## src/rtl/uart_pkg.sv

```systemverilog
// -----------------------------------------------------------------------------
// uart_pkg
// Shared definitions for the UART receive path and the FIFO reused by the
// transmitter.
//   rx_state_t       : receiver FSM state encoding
//   PARITY_EVEN/ODD  : legal values of the parity-sense selector
//   STOP_BITS_ONE/TWO: legal stop-bit counts
//   DVSR_W           : width of the baud divisor port
// -----------------------------------------------------------------------------
package uart_pkg;

    typedef enum logic [2:0] {
        ST_IDLE   = 3'd0,
        ST_START  = 3'd1,
        ST_DATA   = 3'd2,
        ST_PARITY = 3'd3,
        ST_STOP   = 3'd4
    } rx_state_t;

    localparam bit PARITY_EVEN    = 1'b0;
    localparam bit PARITY_ODD_SEL = 1'b1;

    localparam int STOP_BITS_ONE = 1;
    localparam int STOP_BITS_TWO = 2;

    localparam int DVSR_W = 11;

endpackage

```

## src/rtl/uart_fifo.sv

```systemverilog
// -----------------------------------------------------------------------------
// uart_fifo
// First-word-fall-through FIFO shared by the UART receiver and transmitter.
// Depth is 2**AW; pointers carry one extra bit so full and empty can be told
// apart when the address parts are equal.
//   clk, reset_n : clock, asynchronous active-low reset
//   wr, w_data   : push request and data (ignored when full unless rd is set)
//   rd           : pop request (ignored when empty)
//   r_data       : head word, valid while empty = 0 (reads 0 when empty)
//   empty, full  : occupancy status
// -----------------------------------------------------------------------------
module uart_fifo #(
    parameter int DW = 8,
    parameter int AW = 2
) (
    input  logic          clk,
    input  logic          reset_n,
    input  logic          wr,
    input  logic          rd,
    input  logic [DW-1:0] w_data,
    output logic [DW-1:0] r_data,
    output logic          empty,
    output logic          full
);

    logic [DW-1:0] mem [2**AW];
    logic [AW:0]   w_ptr_reg;
    logic [AW:0]   r_ptr_reg;
    logic          wr_en;
    logic          rd_en;

    assign empty = (w_ptr_reg == r_ptr_reg);
    assign full  = (w_ptr_reg[AW] != r_ptr_reg[AW]) &&
                   (w_ptr_reg[AW-1:0] == r_ptr_reg[AW-1:0]);

    // A write into a full FIFO is still accepted when a pop happens on the
    // same clock: the slot being vacated is the one being filled.
    assign wr_en = wr & (~full | rd);
    assign rd_en = rd & ~empty;

    always_ff @(posedge clk) begin
        if (wr_en) begin
            mem[w_ptr_reg[AW-1:0]] <= w_data;
        end
    end

    always_ff @(posedge clk or negedge reset_n) begin
        if (!reset_n) begin
            w_ptr_reg <= '0;
            r_ptr_reg <= '0;
        end else begin
            if (wr_en) begin
                w_ptr_reg <= w_ptr_reg + {{AW{1'b0}}, 1'b1};
            end
            if (rd_en) begin
                r_ptr_reg <= r_ptr_reg + {{AW{1'b0}}, 1'b1};
            end
        end
    end

    // Gate the head word so the output is a clean 0 while nothing is stored.
    assign r_data = empty ? '0 : mem[r_ptr_reg[AW-1:0]];

endmodule

```

## src/rtl/uart_rx_param.sv

```systemverilog
// -----------------------------------------------------------------------------
// uart_rx_param
// Oversampling UART receiver with optional parity, 1 or 2 stop bits, a
// receive FIFO and sticky error flags.
//   clk, reset_n  : clock, asynchronous active-low reset
//   dvsr          : baud divisor, one oversampling tick every dvsr+1 clocks
//   rx            : asynchronous serial input, idle high
//   rd_uart       : pop the FIFO head word
//   err_clr       : clear all sticky error flags
//   r_data        : FIFO head word (first-word-fall-through)
//   rx_empty/full : FIFO status
//   rx_done_tick  : one-cycle pulse at the end of every frame, good or bad
//   parity_err, frame_err, overrun_err : sticky error flags
// -----------------------------------------------------------------------------
module uart_rx_param
    import uart_pkg::*;
#(
    parameter int DBIT       = 8,
    parameter int OVS        = 16,
    parameter int PARITY_EN  = 0,
    parameter int PARITY_ODD = 0,
    parameter int STOP_BITS  = 1,
    parameter int FIFO_AW    = 2
) (
    input  logic              clk,
    input  logic              reset_n,
    input  logic [DVSR_W-1:0] dvsr,
    input  logic              rx,
    input  logic              rd_uart,
    input  logic              err_clr,
    output logic [DBIT-1:0]   r_data,
    output logic              rx_empty,
    output logic              rx_full,
    output logic              rx_done_tick,
    output logic              parity_err,
    output logic              frame_err,
    output logic              overrun_err
);

    localparam bit       ODD         = (PARITY_ODD != 0) ? PARITY_ODD_SEL : PARITY_EVEN;
    localparam int       N_STOP      = (STOP_BITS == STOP_BITS_TWO) ? STOP_BITS_TWO : STOP_BITS_ONE;
    localparam logic [3:0] S_HALF      = 4'(OVS / 2 - 1);
    localparam logic [3:0] S_LAST      = 4'(OVS - 1);
    localparam logic [3:0] N_DATA_LAST = 4'(DBIT - 1);
    localparam logic [3:0] N_STOP_LAST = 4'(N_STOP - 1);

    // ------------------------------------------------------------------
    // Input synchroniser, idles at the line's idle level
    // ------------------------------------------------------------------
    logic rx_meta_reg;
    logic rx_sync_reg;

    always_ff @(posedge clk or negedge reset_n) begin
        if (!reset_n) begin
            rx_meta_reg <= 1'b1;
            rx_sync_reg <= 1'b1;
        end else begin
            rx_meta_reg <= rx;
            rx_sync_reg <= rx_meta_reg;
        end
    end

    // ------------------------------------------------------------------
    // Oversampling tick generator. Using >= rather than == means that a
    // divisor lowered below the current count wraps on the next clock
    // instead of running the counter all the way round.
    // ------------------------------------------------------------------
    logic [DVSR_W-1:0] tick_cnt_reg;
    logic              tick;

    assign tick = (tick_cnt_reg >= dvsr);

    always_ff @(posedge clk or negedge reset_n) begin
        if (!reset_n) begin
            tick_cnt_reg <= '0;
        end else if (tick) begin
            tick_cnt_reg <= '0;
        end else begin
            tick_cnt_reg <= tick_cnt_reg + DVSR_W'(1);
        end
    end

    // ------------------------------------------------------------------
    // Receiver FSM
    // ------------------------------------------------------------------
    rx_state_t       state_reg, state_next;
    logic [3:0]      s_reg, s_next;
    logic [3:0]      n_reg, n_next;
    logic [DBIT-1:0] shift_reg, shift_next;
    logic            par_bad_reg, par_bad_next;
    logic            stop_bad_reg, stop_bad_next;
    logic            done_tick;

    always_ff @(posedge clk or negedge reset_n) begin
        if (!reset_n) begin
            state_reg    <= ST_IDLE;
            s_reg        <= '0;
            n_reg        <= '0;
            shift_reg    <= '0;
            par_bad_reg  <= 1'b0;
            stop_bad_reg <= 1'b0;
        end else begin
            state_reg    <= state_next;
            s_reg        <= s_next;
            n_reg        <= n_next;
            shift_reg    <= shift_next;
            par_bad_reg  <= par_bad_next;
            stop_bad_reg <= stop_bad_next;
        end
    end

    always_comb begin
        state_next    = state_reg;
        s_next        = s_reg;
        n_next        = n_reg;
        shift_next    = shift_reg;
        par_bad_next  = par_bad_reg;
        stop_bad_next = stop_bad_reg;
        done_tick     = 1'b0;

        case (state_reg)
            ST_IDLE: begin
                if (!rx_sync_reg) begin
                    state_next    = ST_START;
                    s_next        = '0;
                    par_bad_next  = 1'b0;
                    stop_bad_next = 1'b0;
                end
            end

            // Re-check the line in the middle of the start bit so that a
            // short glitch is dropped silently.
            ST_START: begin
                if (tick) begin
                    if (s_reg == S_HALF) begin
                        if (!rx_sync_reg) begin
                            state_next = ST_DATA;
                            s_next     = '0;
                            n_next     = '0;
                        end else begin
                            state_next = ST_IDLE;
                        end
                    end else begin
                        s_next = s_reg + 4'd1;
                    end
                end
            end

            ST_DATA: begin
                if (tick) begin
                    if (s_reg == S_LAST) begin
                        s_next     = '0;
                        shift_next = {rx_sync_reg, shift_reg[DBIT-1:1]};
                        if (n_reg == N_DATA_LAST) begin
                            n_next     = '0;
                            state_next = (PARITY_EN != 0) ? ST_PARITY : ST_STOP;
                        end else begin
                            n_next = n_reg + 4'd1;
                        end
                    end else begin
                        s_next = s_reg + 4'd1;
                    end
                end
            end

            ST_PARITY: begin
                if (tick) begin
                    if (s_reg == S_LAST) begin
                        s_next       = '0;
                        par_bad_next = (rx_sync_reg != ((^shift_reg) ^ ODD));
                        state_next   = ST_STOP;
                    end else begin
                        s_next = s_reg + 4'd1;
                    end
                end
            end

            ST_STOP: begin
                if (tick) begin
                    if (s_reg == S_LAST) begin
                        s_next = '0;
                        if (!rx_sync_reg) begin
                            stop_bad_next = 1'b1;
                        end
                        if (n_reg == N_STOP_LAST) begin
                            n_next     = '0;
                            state_next = ST_IDLE;
                            done_tick  = 1'b1;
                        end else begin
                            n_next = n_reg + 4'd1;
                        end
                    end else begin
                        s_next = s_reg + 4'd1;
                    end
                end
            end

            default: begin
                state_next = ST_IDLE;
            end
        endcase
    end

    assign rx_done_tick = done_tick;

    // ------------------------------------------------------------------
    // Frame disposition. The last stop bit is judged from the value being
    // sampled on this very clock, hence stop_bad_next.
    // ------------------------------------------------------------------
    logic frame_good;
    logic par_event;
    logic frame_event;
    logic overrun_event;

    assign frame_good    = done_tick & ~par_bad_reg & ~stop_bad_next;
    assign par_event     = done_tick & par_bad_reg;
    assign frame_event   = done_tick & stop_bad_next;
    assign overrun_event = frame_good & rx_full & ~rd_uart;

    uart_fifo #(
        .DW (DBIT),
        .AW (FIFO_AW)
    ) u_fifo (
        .clk     (clk),
        .reset_n (reset_n),
        .wr      (frame_good),
        .rd      (rd_uart),
        .w_data  (shift_reg),
        .r_data  (r_data),
        .empty   (rx_empty),
        .full    (rx_full)
    );

    // Sticky flags: a new error event on the clearing clock keeps the flag set.
    always_ff @(posedge clk or negedge reset_n) begin
        if (!reset_n) begin
            parity_err  <= 1'b0;
            frame_err   <= 1'b0;
            overrun_err <= 1'b0;
        end else begin
            if (par_event) begin
                parity_err <= 1'b1;
            end else if (err_clr) begin
                parity_err <= 1'b0;
            end
            if (frame_event) begin
                frame_err <= 1'b1;
            end else if (err_clr) begin
                frame_err <= 1'b0;
            end
            if (overrun_event) begin
                overrun_err <= 1'b1;
            end else if (err_clr) begin
                overrun_err <= 1'b0;
            end
        end
    end

endmodule

```

## config.mk

```make
export PLATFORM = sky130hd
export DESIGN_NAME = uart_rx_param
export DESIGN_NICKNAME = d
export VERILOG_FILES = /design/src/rtl/uart_pkg.sv /design/src/rtl/uart_fifo.sv /design/src/rtl/uart_rx_param.sv
export SDC_FILE = /design/constraint.sdc
export NUM_CORES = 1
export LEC_CHECK = 0
export ABC_CLOCK_PERIOD_IN_PS = 6350
export CORE_MARGIN = 2
export CORE_UTILIZATION = 30
export DETAILED_ROUTE_END_ITERATION = 8
export GPL_ROUTABILITY_DRIVEN = 0
export MAX_ROUTING_LAYER = met4
export PLACE_DENSITY = 0.45
export SLEW_MARGIN = 40
export SYNTH_ARGS = -nofsm -noshare
export SYNTH_HDL_FRONTEND = slang
export SYNTH_SLANG_ARGS = --single-unit
```

## constraint.sdc

```tcl
create_clock -name clk -period 6.35 [get_ports clk]
set_input_delay 1.27 -clock clk [delete_from_list [all_inputs] [get_ports clk]]
set_output_delay 1.27 -clock clk [all_outputs]
set_load 0.02 [all_outputs]
```

Yosys cells after proc, flatten, opt, wreduce, memory -nomap -nowiden. Memory sizes are Yosys's and may differ from the RTL's. Index checks and enable logic that the tools add are counted.

Latch bits: 0. Memories kept: 1. Input port bits: 16. Bits in writable memories: 32. ROM bits: 0. Register bits after elaboration: 43. Output and inout bits: 14.

Memories: u_fifo.mem (words 4, width 8, read ports 1, clocked after memory_dff 0, wr ports 1, RTL line uart_fifo.sv:26) `logic [DW-1:0] mem [2**AW];`.

Divide/modulo/power cells: 0. Reduce and logical (&&, ||, !) cells: 16. Multiplexer cells: 50. Bitwise operators: 14. Shifts and indexed selects: 0. $mul: 0. Add/subtract/negate cells: 5. $lt $le $gt $ge: 1. Eq/ne operators: 24.

Operators with widths (number): 2-to-1 mux 4 bit (14); 2-to-1 mux 3 bit (11); inequality test 2 bit (second input constant) (12); case mux 4 bit (3 select lines) (2); 2-to-1 mux 1 bit (17); case mux 3 bit (5 select lines) (1); adder 11 x 1 -> 11 bit (second input constant) (1); greater-or-equal comparator 11 bit (1); 2-to-1 mux 11 bit (1); AND reduction 11 bit (1); adder 4 x 1 -> 4 bit (second input constant) (2); bitwise AND 1 bit (8); == test 4 x 3 -> 1 bit (second input constant) (2); 2-to-1 mux 8 bit (1); AND reduction 8 bit (1); nonzero test 2 bit (4); parity 8 bit (1); adder 3 x 1 -> 3 bit (second input constant) (2); == test 3 x 2 -> 1 bit (second input constant) (2); AND reduction 3 bit (2); nonzero test 3 bit (2); NOT 1 bit (5); == test 4 bit (second input constant) (1); zero test 4 bit (1); 13 further kinds (15).

Depth between registers and ports, before layout. Gate-level depths: netlist (run 1).

Depth after elaboration: 10. Gate-level depth with buffers: 9. Mapped depth without buffers: 8.

Modules after synthesis. Synthesis (run 1) repeated with hierarchy kept, for this count alone.

Cell total of the unflattened synthesis: 308. Area, all modules: 3928.8 um2.

Modules (own cells, without submodules): uart_rx_param (area each 2244.7 um2, instances 1, cells each 223); uart_fifo (area each 1684.1 um2, instances 1, cells each 85).

Worst setup path before layout (run 1). No wires, ideal clock.

Path type: input-to-output. Start: in dvsr[10]. End: out rx_done_tick. Required time: 5.080 ns. Slack: 2.481 ns. Path buffers: 0. Stages: 8. Arrival: 2.599 ns. Cells stage by stage: inv_1 > ha_1 > nand4_1 > nor3_2 > a21oi_2 > nand2_1 > nand2_1 > nor2_1.

Cells in the longest elaborated chain, start to end: 3.

Ends and longest elaborated chain: from (decl) (RTL line uart_rx_param.sv:27) `input logic [DVSR_W-1:0] dvsr,`; greater-or-equal comparator 11 bit (RTL line uart_rx_param.sv:71) `assign tick = (tick_cnt_reg >= dvsr);`; 2-to-1 mux 1 bit (RTL line uart_rx_param.sv:179) `if (tick) begin`; 2-to-1 mux 1 bit (RTL line uart_rx_param.sv:121) `case (state_reg)`; to (decl) (RTL line uart_rx_param.sv:34) `output logic rx_done_tick,`.

No other way between the ends.

Worst setup path in the final report (run 1).
Start: in dvsr[6]. End: out rx_done_tick.

The elaborated chain is that of the path after synthesis.

==> impl_results.md, run 1 <==
* Final Cycle Share at 0.7658
* Crit-path cells: clkdlybuf4s50_1, inv_1, ha_1, nand2_1, o21ai_0, nand2b_1, nand2_1, nand2_1, nor2_1, clkdlybuf4s50_1
* Largest register FFs at 32
* Vias/cell at 4.606
* #FFs+latches synth at 75
* Sequential fraction of the synthesis area at 0.5353
* Peak VDD IR at 0.0001056 V
* Met2 WL at 3438 um
* Crit-path most repeated cell: nand2_1
* Hold Vio Cnt, Final at 0
* Core area at 12520 um2
* Die Area at 13620 um2
* Row count at 41
* Simple-gate portion of the synthesized area at 0.1323
* Hold path depth at 0
* DR top layer: met4
* Max FO, Critical Path at 6
* Top-count cell post-synth: dfrtp_1
* Critical path's top delay family: buffers and inverters
* DRC at 0
* Hold slack at 0.3573 ns
* Outcome: complete, no violations
* R2R Path Start: state_reg[0]$_DFFE_PN0P_
* Hold worst-path end: rx_sync_reg$_DFF_PN1_
* H-tree depth at 3
* Max-slew headroom at 0.5427
* Async SR Flop Fraction at 0.5733
* Remaining Overflow, GRT at 0
* RSZ-0062 raised after global routing: no
* Worst-Margin Slew at 0.6860 ns
* Area leader, netlist: dfrtp_1
* Insertion delay to the later sink of the worst-skew pair at between 0.3 and 0.4 ns
* Worst hold path type: reg -> reg
* Avg WL per Cell at 14.28 um
* Post-synthesis mux area share at 0.08177
* Reg-to-reg critical path endpoint: u_fifo.mem[3][7]$_DFFE_PP_
* Mapped cell area at ~3800 um2
* Die Wd at 116.7 um
* Worst-path clk slew at 0.06 ns
* Port Buffer Count at 29
* Placed cell areas at approximately 4300 um2
* # diodes at 0
* Cell Count Post-Placement at 510
* Initial core utilization at 0.3044
* Met3 WL at 218 um
* Yosys top cell area share at 0.2693
* Cts repair resizes at 0
* Maximum clock insertion buffer count at 2
* DR pass1 iterations at 6
* Hold_buf cts at 0
* Setup violators final at 0
* CP peak stage delay at 0.63 ns
* Clk_skew at 0.006045 ns
* Global-route wire length before repair at between 10000 and 15000 um
* Worst setup SP type: input port
* Buf/Inv on CP at 3
* Overall power at 1.589 mW
* Synthesized Nets at 354
* Place WS at roughly 1.5 ns
* # IOs at 30
* Final WL at 7511 um
* Post-route ant nets at 0
* Post-Synthesis Cells at between 300 and 400
* Slew Limit Fails at 0
* Syn avg cell area at between 10 and 15 um2
* Design area at 4573 um2
* Fmax at 0.2056 GHz
* Worst setup EP type: primary output
* Non-filler cells, final at 526
* TNS Setup at 0 ns
* Initial antenna violation count at 0
* Proportion of layout cells with a drive suffix above 1 at 0.1215
* Post-CTS setup buffers at 0
* Fraction of the mapped netlist area in compound gates at 0.09294
* Routed vias at about 2.4k
* Clk sinks at 75
* Synth top area cells: dfrtp_1 (27%), edfxtp_1 (25%), ha_1 (6.6%), mux4_2 (4.7%), xnor2_1 (3.9%)
* Slowest CP cell: clkdlybuf4s50_1
* Hold path startpoint: rx_meta_reg$_DFF_PN1_
* Leakage at 1.864 nW
* Final HPWL DP at 5222 um
* Synth warn at 0
* WS Path Type: in -> out
* WP data required at 5.08 ns
* Adder and majority cell fraction of the synthesized area at 0.06568
* Power density cells at 347.4 nW/um2
* CTS tree: yes
* CTS Root Cell: clkbuf_16
* Num CTS Buffers at 9
* Post-route core utilization at 0.3654
* Layout fillers at 1282
* Nets at 385
* Post-synth EDFFs at 32
* Maxcap violations at 0
* Largest family of logic cells by synthesized area: simple AND/OR/NAND/NOR gates
* Synth Flop Type: dfrtp_1
* Library cells used by synthesis at just over 50
* Vias in the first global route at 2530
* Area delta synth->final at 20.03%
* Worst Setup Slack, final at between 1 and 1.5 ns
* Commonest cells post-synth: dfrtp_1 (41), edfxtp_1 (32), inv_1 (24), nor2_1 (24), ha_1 (20)
* Gr usage total at 0.1297
* XOR/XNOR Fraction of Synth Area at 0.05517
* 1st-iter DRT viols at 115
* Reg2reg setup slack at approximately 3.7 ns
* Wire length on met1 at 3716 um
* Minimum clock period at 4.863 ns
* Largest net degree at the start of global routing at 44
* Critical Path AT at 3.59 ns
* Reg2Reg Depth at 5
* Die height at 116.7 um
[power breakdown]
part           leakage (nW)  internal (mW)  total (mW)  switching [mW]
Sequential            0.832          0.552       0.655           0.103
Combinational         0.885          0.212       0.419           0.207
Clock                 0.147          0.308       0.515           0.206
[cells in the final DEF (no fill, tap or decap), types with 2 or more instances in the layout]
| master | netlist | layout |
|---|---|---|
| a21boi_0 | 2 | 2 |
| a21oi_1 | 10 | 10 |
| a21oi_2 | 2 | 2 |
| a31oi_1 | 3 | 3 |
| a32o_1 | 3 | 3 |
| and2_1 | 4 | 4 |
| and3_1 | 6 | 6 |
| and3b_1 | 2 | 2 |
| buf_4 | 2 | 2 |
| clkbuf_16 | 0 | 9 |
| clkdlybuf4s50_1 | 0 | 28 |
| clkinv_4 | 0 | 4 |
| dfrtp_1 | 41 | 41 |
| dfstp_2 | 2 | 2 |
| edfxtp_1 | 32 | 32 |
| ha_1 | 20 | 20 |
| inv_1 | 24 | 24 |
| mux2_2 | 9 | 9 |
| mux2i_1 | 3 | 3 |
| mux4_2 | 8 | 8 |
| nand2_1 | 17 | 17 |
| nand2b_1 | 4 | 4 |
| nand3_1 | 11 | 11 |
| nand4_1 | 3 | 3 |
| nor2_1 | 24 | 24 |
| nor2b_1 | 12 | 12 |
| nor3_1 | 4 | 4 |
| nor3b_1 | 3 | 3 |
| o211ai_1 | 3 | 3 |
| o21ai_0 | 13 | 13 |
| o32ai_1 | 2 | 2 |
| xnor2_1 | 17 | 17 |
| xor2_1 | 7 | 7 |
[layer usage]
| metal | track usage | up-vias |
|---|---|---|
| li1 | - | 1202 |
| met1 | 0.1709 | 1185 |
| met2 | 0.1919 | 28 |
| met3 | 0.03114 | 8 |
| met4 | 0.05412 | 0 |
| met5 | - | - |
[worst max-delay path by stage]
stage	startpoint	end	slack (ns)	depth (start not counted)
floorplan	dvsr[10]	rx_done_tick	2.48	8
global placement	dvsr[6]	rx_done_tick	1.50	10
detailed placement	dvsr[6]	rx_done_tick	1.46	10
CTS	dvsr[6]	rx_done_tick	1.45	10
global route	dvsr[6]	rx_done_tick	1.26	10
finish	dvsr[6]	rx_done_tick	1.49	10
[final cells by class]
class | count | area [um2] | share of cell area
sequential | 75 | 2039 | 0.4460
inverter | 24 | 90.09 | 0.01970
clock buffer | 10 | 229.0 | 0.05007
tap | 172 | 215.2 | 0.04706
timing repair buffer | 30 | 295.3 | 0.06457
clock inverter | 6 | 73.82 | 0.01614
multi-input combinational | 209 | 1630 | 0.3565
[cell families (layout without fill, tap and decap cells)]
kind of cell | Yosys count | after routing
AND/OR/NAND/NOR | 96 | 96
flip-flops | 75 | 75
AO/OA/AOI/OAI | 49 | 49
buffers and inverters | 34 | 70
XOR/XNOR | 24 | 24
adder cells (fa/ha/maj) | 20 | 20
multiplexers | 20 | 20
No activity file was read; power rests on OpenSTA's default activity.
==> run 2, diff against run 1 <==
--- a/config.mk
+++ b/config.mk
@@ -5,13 +5,13 @@
 export SDC_FILE = /design/constraint.sdc
 export NUM_CORES = 1
 export LEC_CHECK = 0
-export ABC_CLOCK_PERIOD_IN_PS = 6350
+export ABC_CLOCK_PERIOD_IN_PS = 4170
 export CORE_MARGIN = 2
 export CORE_UTILIZATION = 30
 export DETAILED_ROUTE_END_ITERATION = 8
 export GPL_ROUTABILITY_DRIVEN = 0
 export MAX_ROUTING_LAYER = met4
-export PLACE_DENSITY = 0.45
+export PLACE_DENSITY = 0.46
 export SLEW_MARGIN = 40
 export SYNTH_ARGS = -nofsm -noshare
 export SYNTH_HDL_FRONTEND = slang
==> constraint.sdc (replaced) <==
create_clock -name clk -period 4.17 [get_ports clk]
set_input_delay 0.834 -clock clk [delete_from_list [all_inputs] [get_ports clk]]
set_output_delay 0.834 -clock clk [all_outputs]
set_load 0.02 [all_outputs]
==> run 2 against run 1 <==
Die area stayed put. Highest routed layer unchanged. Routed wire length is 0.24% higher. Final cell count is 0.57% higher. Critical path depth stayed put.
==> impl_results.md, run 2 (synthesized netlist as in run 1, its figures left out) <==
* Buf/Inv on CP at 3 (unchanged)
* Reg2reg setup slack at 1.45 ns (-2.25 ns)
* Post-route ant nets at 0 (unchanged)
* Critical Path Stages at 10 (unchanged)
* Worst Setup SP: dvsr[10]
* Reg-to-reg critical path endpoint: u_fifo.mem[3][4]$_DFFE_PP_
* Slowest CP cell: clkdlybuf4s50_1
* CTS tree: yes
* Most common cell after layout, fill and taps aside: dfrtp_1
* Non-filler cells, final at 529 (+0.57%)
* H-tree depth at 3 (unchanged)
* CP peak stage delay at 0.61 ns (-0.02 ns)
* Hold slack at 0.3572 ns (-0.0001060 ns)
* Die Wd at 116.7 um (unchanged)
* Vias in the first global route at 2472 (-2.3%)
* TNS Setup at 0 ns (unchanged)
* Largest net degree at the start of global routing at 44 (unchanged)
* Largest register FFs at 32 (unchanged)
* WP data required at 3.34 ns (-1.74 ns)
* Post-CTS setup buffers at 0 (unchanged)
* Cell Count Post-Placement at 513 (+0.59%)
* Crit-path cells: clkdlybuf4s50_1, inv_1, ha_1, nand4_1, nor3_2, a21oi_2, nand2_1, nand2_1, nor2_1, clkdlybuf4s50_1
* Hold_buf cts at 0 (unchanged)
* Port Buffer Count at 29 (unchanged)
* Worst setup SP type: input port
* Worst hold path type: reg -> reg
* Worst-Margin Slew at 0.6911 ns (+0.005181 ns)
* Hold Vio Cnt, Final at 0 (unchanged)
* Setup violators final at 0 (unchanged)
* # IOs at 30 (unchanged)
* Die Area at 13620 um2 (unchanged)
* Critical path's top delay family: buffers and inverters
* Hold path depth at 0 (unchanged)
* WS Path Type: in -> out
* Remaining Overflow, GRT at 0 (unchanged)
* Worst setup EP type: primary output
* Layout fillers at 1260 (-1.7%)
* Die height at 116.7 um (unchanged)
* Critical Path AT at 2.96 ns (-0.63 ns)
* Peak VDD IR at 0.0001655 V (+57%)
* Initial antenna violation count at 0 (unchanged)
* Initial core utilization at 0.3044 (unchanged)
* Num CTS Buffers at 9 (unchanged)
* Max FO, Critical Path at 3 (-3)
* Routed vias at 2453 (+1.2%)
* R2R Path Start: tick_cnt_reg[6]$_DFF_PN0_
* Row count at 41 (unchanged)
* Maxcap violations at 0 (unchanged)
* Setup crit end: rx_done_tick
* Final HPWL DP at 5162 um (-1.1%)
* Maximum clock insertion buffer count at 2 (unchanged)
* Cts repair resizes at 0 (unchanged)
* Most frequent cells in the layout: dfrtp_1 (41), edfxtp_1 (32), clkdlybuf4s50_1 (28)
* Fmax at 0.2633 GHz
* Global-route wire length before repair at 12810 um (-1.1%)
* Vias/cell at 4.637 (+0.66%)
* Avg WL per Cell at 14.23 um (-0.33%)
* # diodes at 0 (unchanged)
* Power density cells at 520.7 nW/um2 (+50%)
* CTS Root Cell: clkbuf_16
* Nets at 388 (+0.78%)
* Minimum clock period at 3.798 ns
* Worst-path clk slew at 0.06 ns (about the same)
* Reg2Reg Depth at 7 (+2)
* Final Cycle Share at 0.9107
* Proportion of layout cells with a drive suffix above 1 at 0.1317 (+0.01018)
* RSZ-0062 raised after global routing: no
* Clk sinks at 75 (unchanged)
* Gr usage total at 0.1285 (-0.001278)
* Core area at 12520 um2 (unchanged)
* Slew Limit Fails at 0 (unchanged)
* Clk_skew at 0.005329 ns (-0.0007160 ns)
* DRC at 0 (unchanged)
* Outcome: complete, no violations
* Final WL at 7529 um (+0.24%)
* Insertion delay to the later sink of the worst-skew pair at 0.33 ns (about the same)
* Max-slew headroom at 0.5375 (-0.005156)
* 1st-iter DRT viols at 80 (-30%)
* DR pass1 iterations at 4 (-2)
* Leakage at 1.869 nW (+0.27%)
* Area delta synth->final at 20.13% (about the same)
## run 2: metal layers
metal,track usage,part of all wire,vias to the layer above
li1,-,-,1210
met1,0.1619,0.48,1198
met2,0.2000,0.47,38
met3,0.03010,0.027,7
met4,0.05176,0.014,0
met5,-,0,-
## run 2: how the worst min path moves through the flow
| stage | startpoint | slack (ns) | end |
|---|---|---|---|
| after detailed placement | rx_meta_reg$_DFF_PN1_ | 0.35 | rx_sync_reg$_DFF_PN1_ |
| after global placement | rx_meta_reg$_DFF_PN1_ | 0.35 | rx_sync_reg$_DFF_PN1_ |
| after floorplan | rx_meta_reg$_DFF_PN1_ | 0.35 | rx_sync_reg$_DFF_PN1_ |
| after global routing | rx_meta_reg$_DFF_PN1_ | 0.36 | rx_sync_reg$_DFF_PN1_ |
| final | rx_meta_reg$_DFF_PN1_ | 0.36 | rx_sync_reg$_DFF_PN1_ |
| after CTS | rx_meta_reg$_DFF_PN1_ | 0.36 | rx_sync_reg$_DFF_PN1_ |
## run 2: area by class of cell
cell class / instances / area, um2 / area share
clock buffers: 9 / 225.2 / 0.04921
clock inverters: 7 / 58.81 / 0.01285
inverters: 24 / 90.09 / 0.01968
multi-input cells: 209 / 1630 / 0.3562
flip-flops and latches: 75 / 2039 / 0.4456
well taps: 172 / 215.2 / 0.04702
repair buffers: 33 / 317.8 / 0.06944
## run 2: metrics by stage
stage | total power, mW | util | setup slack, ns | cell area (um2)
global placement | 1.662 | 0.3428 | 0.3611 | 4290
detailed placement | 1.664 | 0.3430 | 0.3618 | 4293
CTS | 2.423 | 0.3657 | 0.3593 | 4577
floorplan | 1.452 | - | 1.173 | 3810
global route | 2.540 | 0.3657 | 0.2206 | 4577
finish | 2.383 | 0.3657 | 0.3724 | 4577
## run 2: report_power, final
part	internal, mW	leakage, nW	total [mW]	switching [mW]
sequential	0.841	0.832	0.967	0.126
combinational	0.330	0.898	0.674	0.344
clock	0.414	0.139	0.742	0.328
total	1.59	1.87	2.38	0.798
==> run 3, diff against run 2 <==
--- a/config.mk
+++ b/config.mk
@@ -5,6 +5,7 @@
 export SDC_FILE = /design/constraint.sdc
 export NUM_CORES = 1
 export LEC_CHECK = 0
+export ABC_AREA = 1
 export ABC_CLOCK_PERIOD_IN_PS = 4170
 export CORE_MARGIN = 2
 export CORE_UTILIZATION = 30
@@ -12,6 +13,7 @@
 export GPL_ROUTABILITY_DRIVEN = 0
 export MAX_ROUTING_LAYER = met4
 export PLACE_DENSITY = 0.46
+export SETUP_SLACK_MARGIN = 0.3
 export SLEW_MARGIN = 40
 export SYNTH_ARGS = -nofsm -noshare
 export SYNTH_HDL_FRONTEND = slang
==> run 3 against run 2 <==
Clock skew is 0.0017 ns higher. Register-to-register slack better by 0.23 ns. Sequential share of layout area is 2.6 points lower. Critical endpoint unchanged. Flip-flop and latch count stayed put. Synthesized cell count is 41% higher. Maximum frequency is 3.1% higher. Largest cell class unchanged.
==> impl_results.md, run 3 <==
* Clock share of power at 0.266 (-0.045)
* Reg2reg setup slack at 1.68 ns (+0.23 ns)
* Outcome: complete, no violations
* Top-count cell post-synth: nand2_1
* Placed cell areas at 4566 um2 (+6.4%)
* Global-route wire length before repair at 14150 um (+11%)
* TNS Setup at 0 ns (unchanged)
* Synth warn at 0 (unchanged)
* Insertion delay to the later sink of the worst-skew pair at 0.34 ns (about the same)
* WP data required at 3.34 ns (about the same)
* 1st-iter DRT viols at 138 (+73%)
* CTS Root Cell: clkbuf_16
* RSZ-0062 raised after global routing: no
* Synth Flop Type: dfrtp_1
* Maximum clock insertion buffer count at 2 (unchanged)
* Leakage at 2.288 nW (+22%)
* Post-Synthesis Cells at 447 (+41%)
* Commonest cells post-synth: nand2_1 (87), nor2_1 (61), inv_1 (57)
* Post-route core utilization at 0.3687 (+0.003062)
* Die Wd at 120.2 um (+3.0%)
* Most common cell after layout, fill and taps aside: nand2_1
* Nets at 525 (+35%)
* Synthesized Nets at 483 (+36%)
* Gr usage total at 0.1298 (+0.001324)
* Max FO, Critical Path at 5 (+2)
* Sequential share of power at 0.343 (-0.063)
* Hold path depth at 0 (unchanged)
* Library cells used by synthesis at 34 (-33%)
* Vias/cell at 4.384 (-5.5%)
* Port Buffer Count at 29 (unchanged)
* Reg2Reg Depth at 11 (+4)
* Cell Count Post-Placement at 652 (+27%)
* #FFs+latches synth at 75 (unchanged)
* Row count at 42 (+2.4%)
* Fmax at 0.2716 GHz (+3.1%)
* Minimum clock period at 3.682 ns (-0.1152 ns)
* Initial antenna violation count at 0 (unchanged)
* WS Path Type: in -> out
* Hold slack at 0.3571 ns (-0.0001190 ns)
* Worst-path clk slew at 0.06 ns (about the same)
* Die height at 120.2 um (+3.0%)
* Slew Limit Fails at 0 (unchanged)
* Core area at 13190 um2 (+5.4%)
* Clk_skew at 0.007064 ns (+0.001736 ns)
* Post-route ant nets at 0 (unchanged)
* Worst setup EP type: primary output
* Worst Setup SP: dvsr[2]
* Worst Setup Slack, final at 0.4876 ns (+0.1152 ns)
* Sequential fraction of the synthesis area at 0.5037 (-0.03160)
* Async SR Flop Fraction at 0.5733 (unchanged)
* Mapped cell area at 4049 um2 (+6.3%)
* Reg-to-reg critical path endpoint: u_fifo.mem[3][0]$_DFFE_PP_
* Peak VDD IR at 0.0001524 V (-7.9%)
* Comb power frac at 0.391 (+0.108)
* CTS tree: yes
* Yosys top cell area share at 0.2534 (-0.01589)
* Final WL at 8089 um (+7.4%)
* Area leader, netlist: dfrtp_1
* Vias in the first global route at 2930 (+19%)
* DR pass1 iterations at 4 (unchanged)
* Overall power at 2.775 mW (+16%)
* R2R Path Start: tick_cnt_reg[6]$_DFF_PN0_
* Avg WL per Cell at 12.07 um (-15%)
* Largest register FFs at 32 (unchanged)
* Setup crit end: rx_done_tick
* Proportion of layout cells with a drive suffix above 1 at 0.1579 (+0.02624)
* Remaining Overflow, GRT at 0 (unchanged)
* Max-slew headroom at 0.6189 (+0.08133)
* Layout fillers at 1315 (+4.4%)
* Area delta synth->final at 20.12% (about the same)
* Sw frac at 0.3938 (+0.05902)
* # IOs at 30 (unchanged)
* Critical Path AT at 2.85 ns (-0.11 ns)
* Setup violators final at 0 (unchanged)
* Worst setup SP type: input port
* Maxcap violations at 0 (unchanged)
* Die Area at 14440 um2 (+6.1%)
* Syn avg cell area at 9.058 um2 (-24%)
* Clk sinks at 75 (unchanged)
* Power Internal at 1.682 mW (+6.1%)
* Hold Vio Cnt, Final at 0 (unchanged)
* Final HPWL DP at 5812 um (+13%)
* NetSw at 1.093 mW (+37%)
* Place WS at 0.1815 ns (-0.1803 ns)
* Worst hold path type: reg -> reg
* Initial core utilization at 0.3070 (+0.002584)
* Num CTS Buffers at 9 (unchanged)
* Post-synth EDFFs at 32 (unchanged)
* Design area at 4863 um2 (+6.3%)
* # diodes at 0 (unchanged)
* H-tree depth at 3 (unchanged)
* Routed vias at 2937 (+20%)
* Most frequent cells in the layout: nand2_1 (87), nor2_1 (61), inv_1 (57)
* DRC at 0 (unchanged)
* Final Cycle Share at 0.8831 (-0.02762)
* Worst-Margin Slew at 0.5717 ns (-0.1194 ns)
* Largest net degree at the start of global routing at 44 (unchanged)
* Power density cells at 570.5 nW/um2 (+9.6%)
* Non-filler cells, final at 670 (+27%)
* Synth top area cells: dfrtp_1 (25%), edfxtp_1 (24%), nand2_1 (8.1%), ha_1 (6.2%), nor2_1 (5.7%)
run 3: cell count changes after synthesis, moves of 11 or more:
cell / delta
nor2_1: +37
nand2_2: +14
inv_2: +11
nand2_1: +70
nor2b_1: -12
inv_1: +33
run 3: layout make-up:
type / count / area (um2) / share of cell area
sequential: 75 / 2039 / 0.4193
inverter: 68 / 255.2 / 0.05248
clock inverter: 7 / 58.81 / 0.01209
clock buffer: 9 / 225.2 / 0.04631
multi-input combinational: 299 / 1725 / 0.3548
tap: 176 / 220.2 / 0.04528
timing repair buffer: 36 / 339.1 / 0.06972
run 3: worst min path at each step:
stage	start	end	slack [ns]
2_1_floorplan	rx_meta_reg$_DFF_PN1_	rx_sync_reg$_DFF_PN1_	0.35
3_3_place_gp	rx_meta_reg$_DFF_PN1_	rx_sync_reg$_DFF_PN1_	0.35
3_5_place_dp	rx_meta_reg$_DFF_PN1_	rx_sync_reg$_DFF_PN1_	0.35
4_1_cts	rx_meta_reg$_DFF_PN1_	rx_sync_reg$_DFF_PN1_	0.36
5_1_grt	rx_meta_reg$_DFF_PN1_	rx_sync_reg$_DFF_PN1_	0.36
6_report	rx_meta_reg$_DFF_PN1_	rx_sync_reg$_DFF_PN1_	0.36
run 3: per-layer routing:
metal / wire length [um] / up-vias / global-route usage
li1: - / 1529 / -
met1: 3835 / 1369 / 0.1564
met3: 231 / 10 / 0.03632
met5: 0 / - / -
met2: 3899 / 29 / 0.2102
met4: 123 / 0 / 0.04412
run 3: what timing repair did:
| item | CTS | global route |
|---|---|---|
| setup endpoints to repair | 1 | 1 |
| hold buffers | 0 | 0 |
| pin swaps | 0 | 1 |
| buffers inserted | 0 | 2 |
| endpoints found under the hold margin | 0 | 0 |
| gates resized for setup | 1 | 0 |
run 3: power by group through the flow:
stage                     clock network [mW]  registers, mW  logic (mW)
after global routing                   0.802          0.966        1.24
after floorplan                            0          0.933       0.806
after detailed placement                   0          0.966        1.09
after CTS                              0.763          0.952        1.10
final                                  0.739          0.951        1.08
after global placement                     0          0.966        1.09
run 3: kinds of logic (layout without fill, tap and decap cells):
| family | count (synthesis) | after routing | share of synthesized area |
|---|---|---|---|
| AOI/OAI and AO/OA | 57 | 57 | 0.08436 |
| xor gates and xnor gates | 15 | 15 | 0.03245 |
| adders and majority gates | 20 | 20 | 0.06180 |
| buffers and inverters | 73 | 120 | 0.07015 |
| DFF | 75 | 75 | 0.5037 |
| and+or+nand+nor | 207 | 207 | 0.2475 |
run 3: worst max-delay path, stage by stage:
cell and delay (ns):
clkdlybuf4s50_1 0.45, inv_1 0.04, ha_1 0.28, nand2_1 0.08, o21ai_0 0.24, nand2_2 0.14, nand2_4 0.11, nor2_8 0.06
nor2_8 0.11, nand2_1 0.10, inv_2 0.07, dlygate4sd2_1 0.33
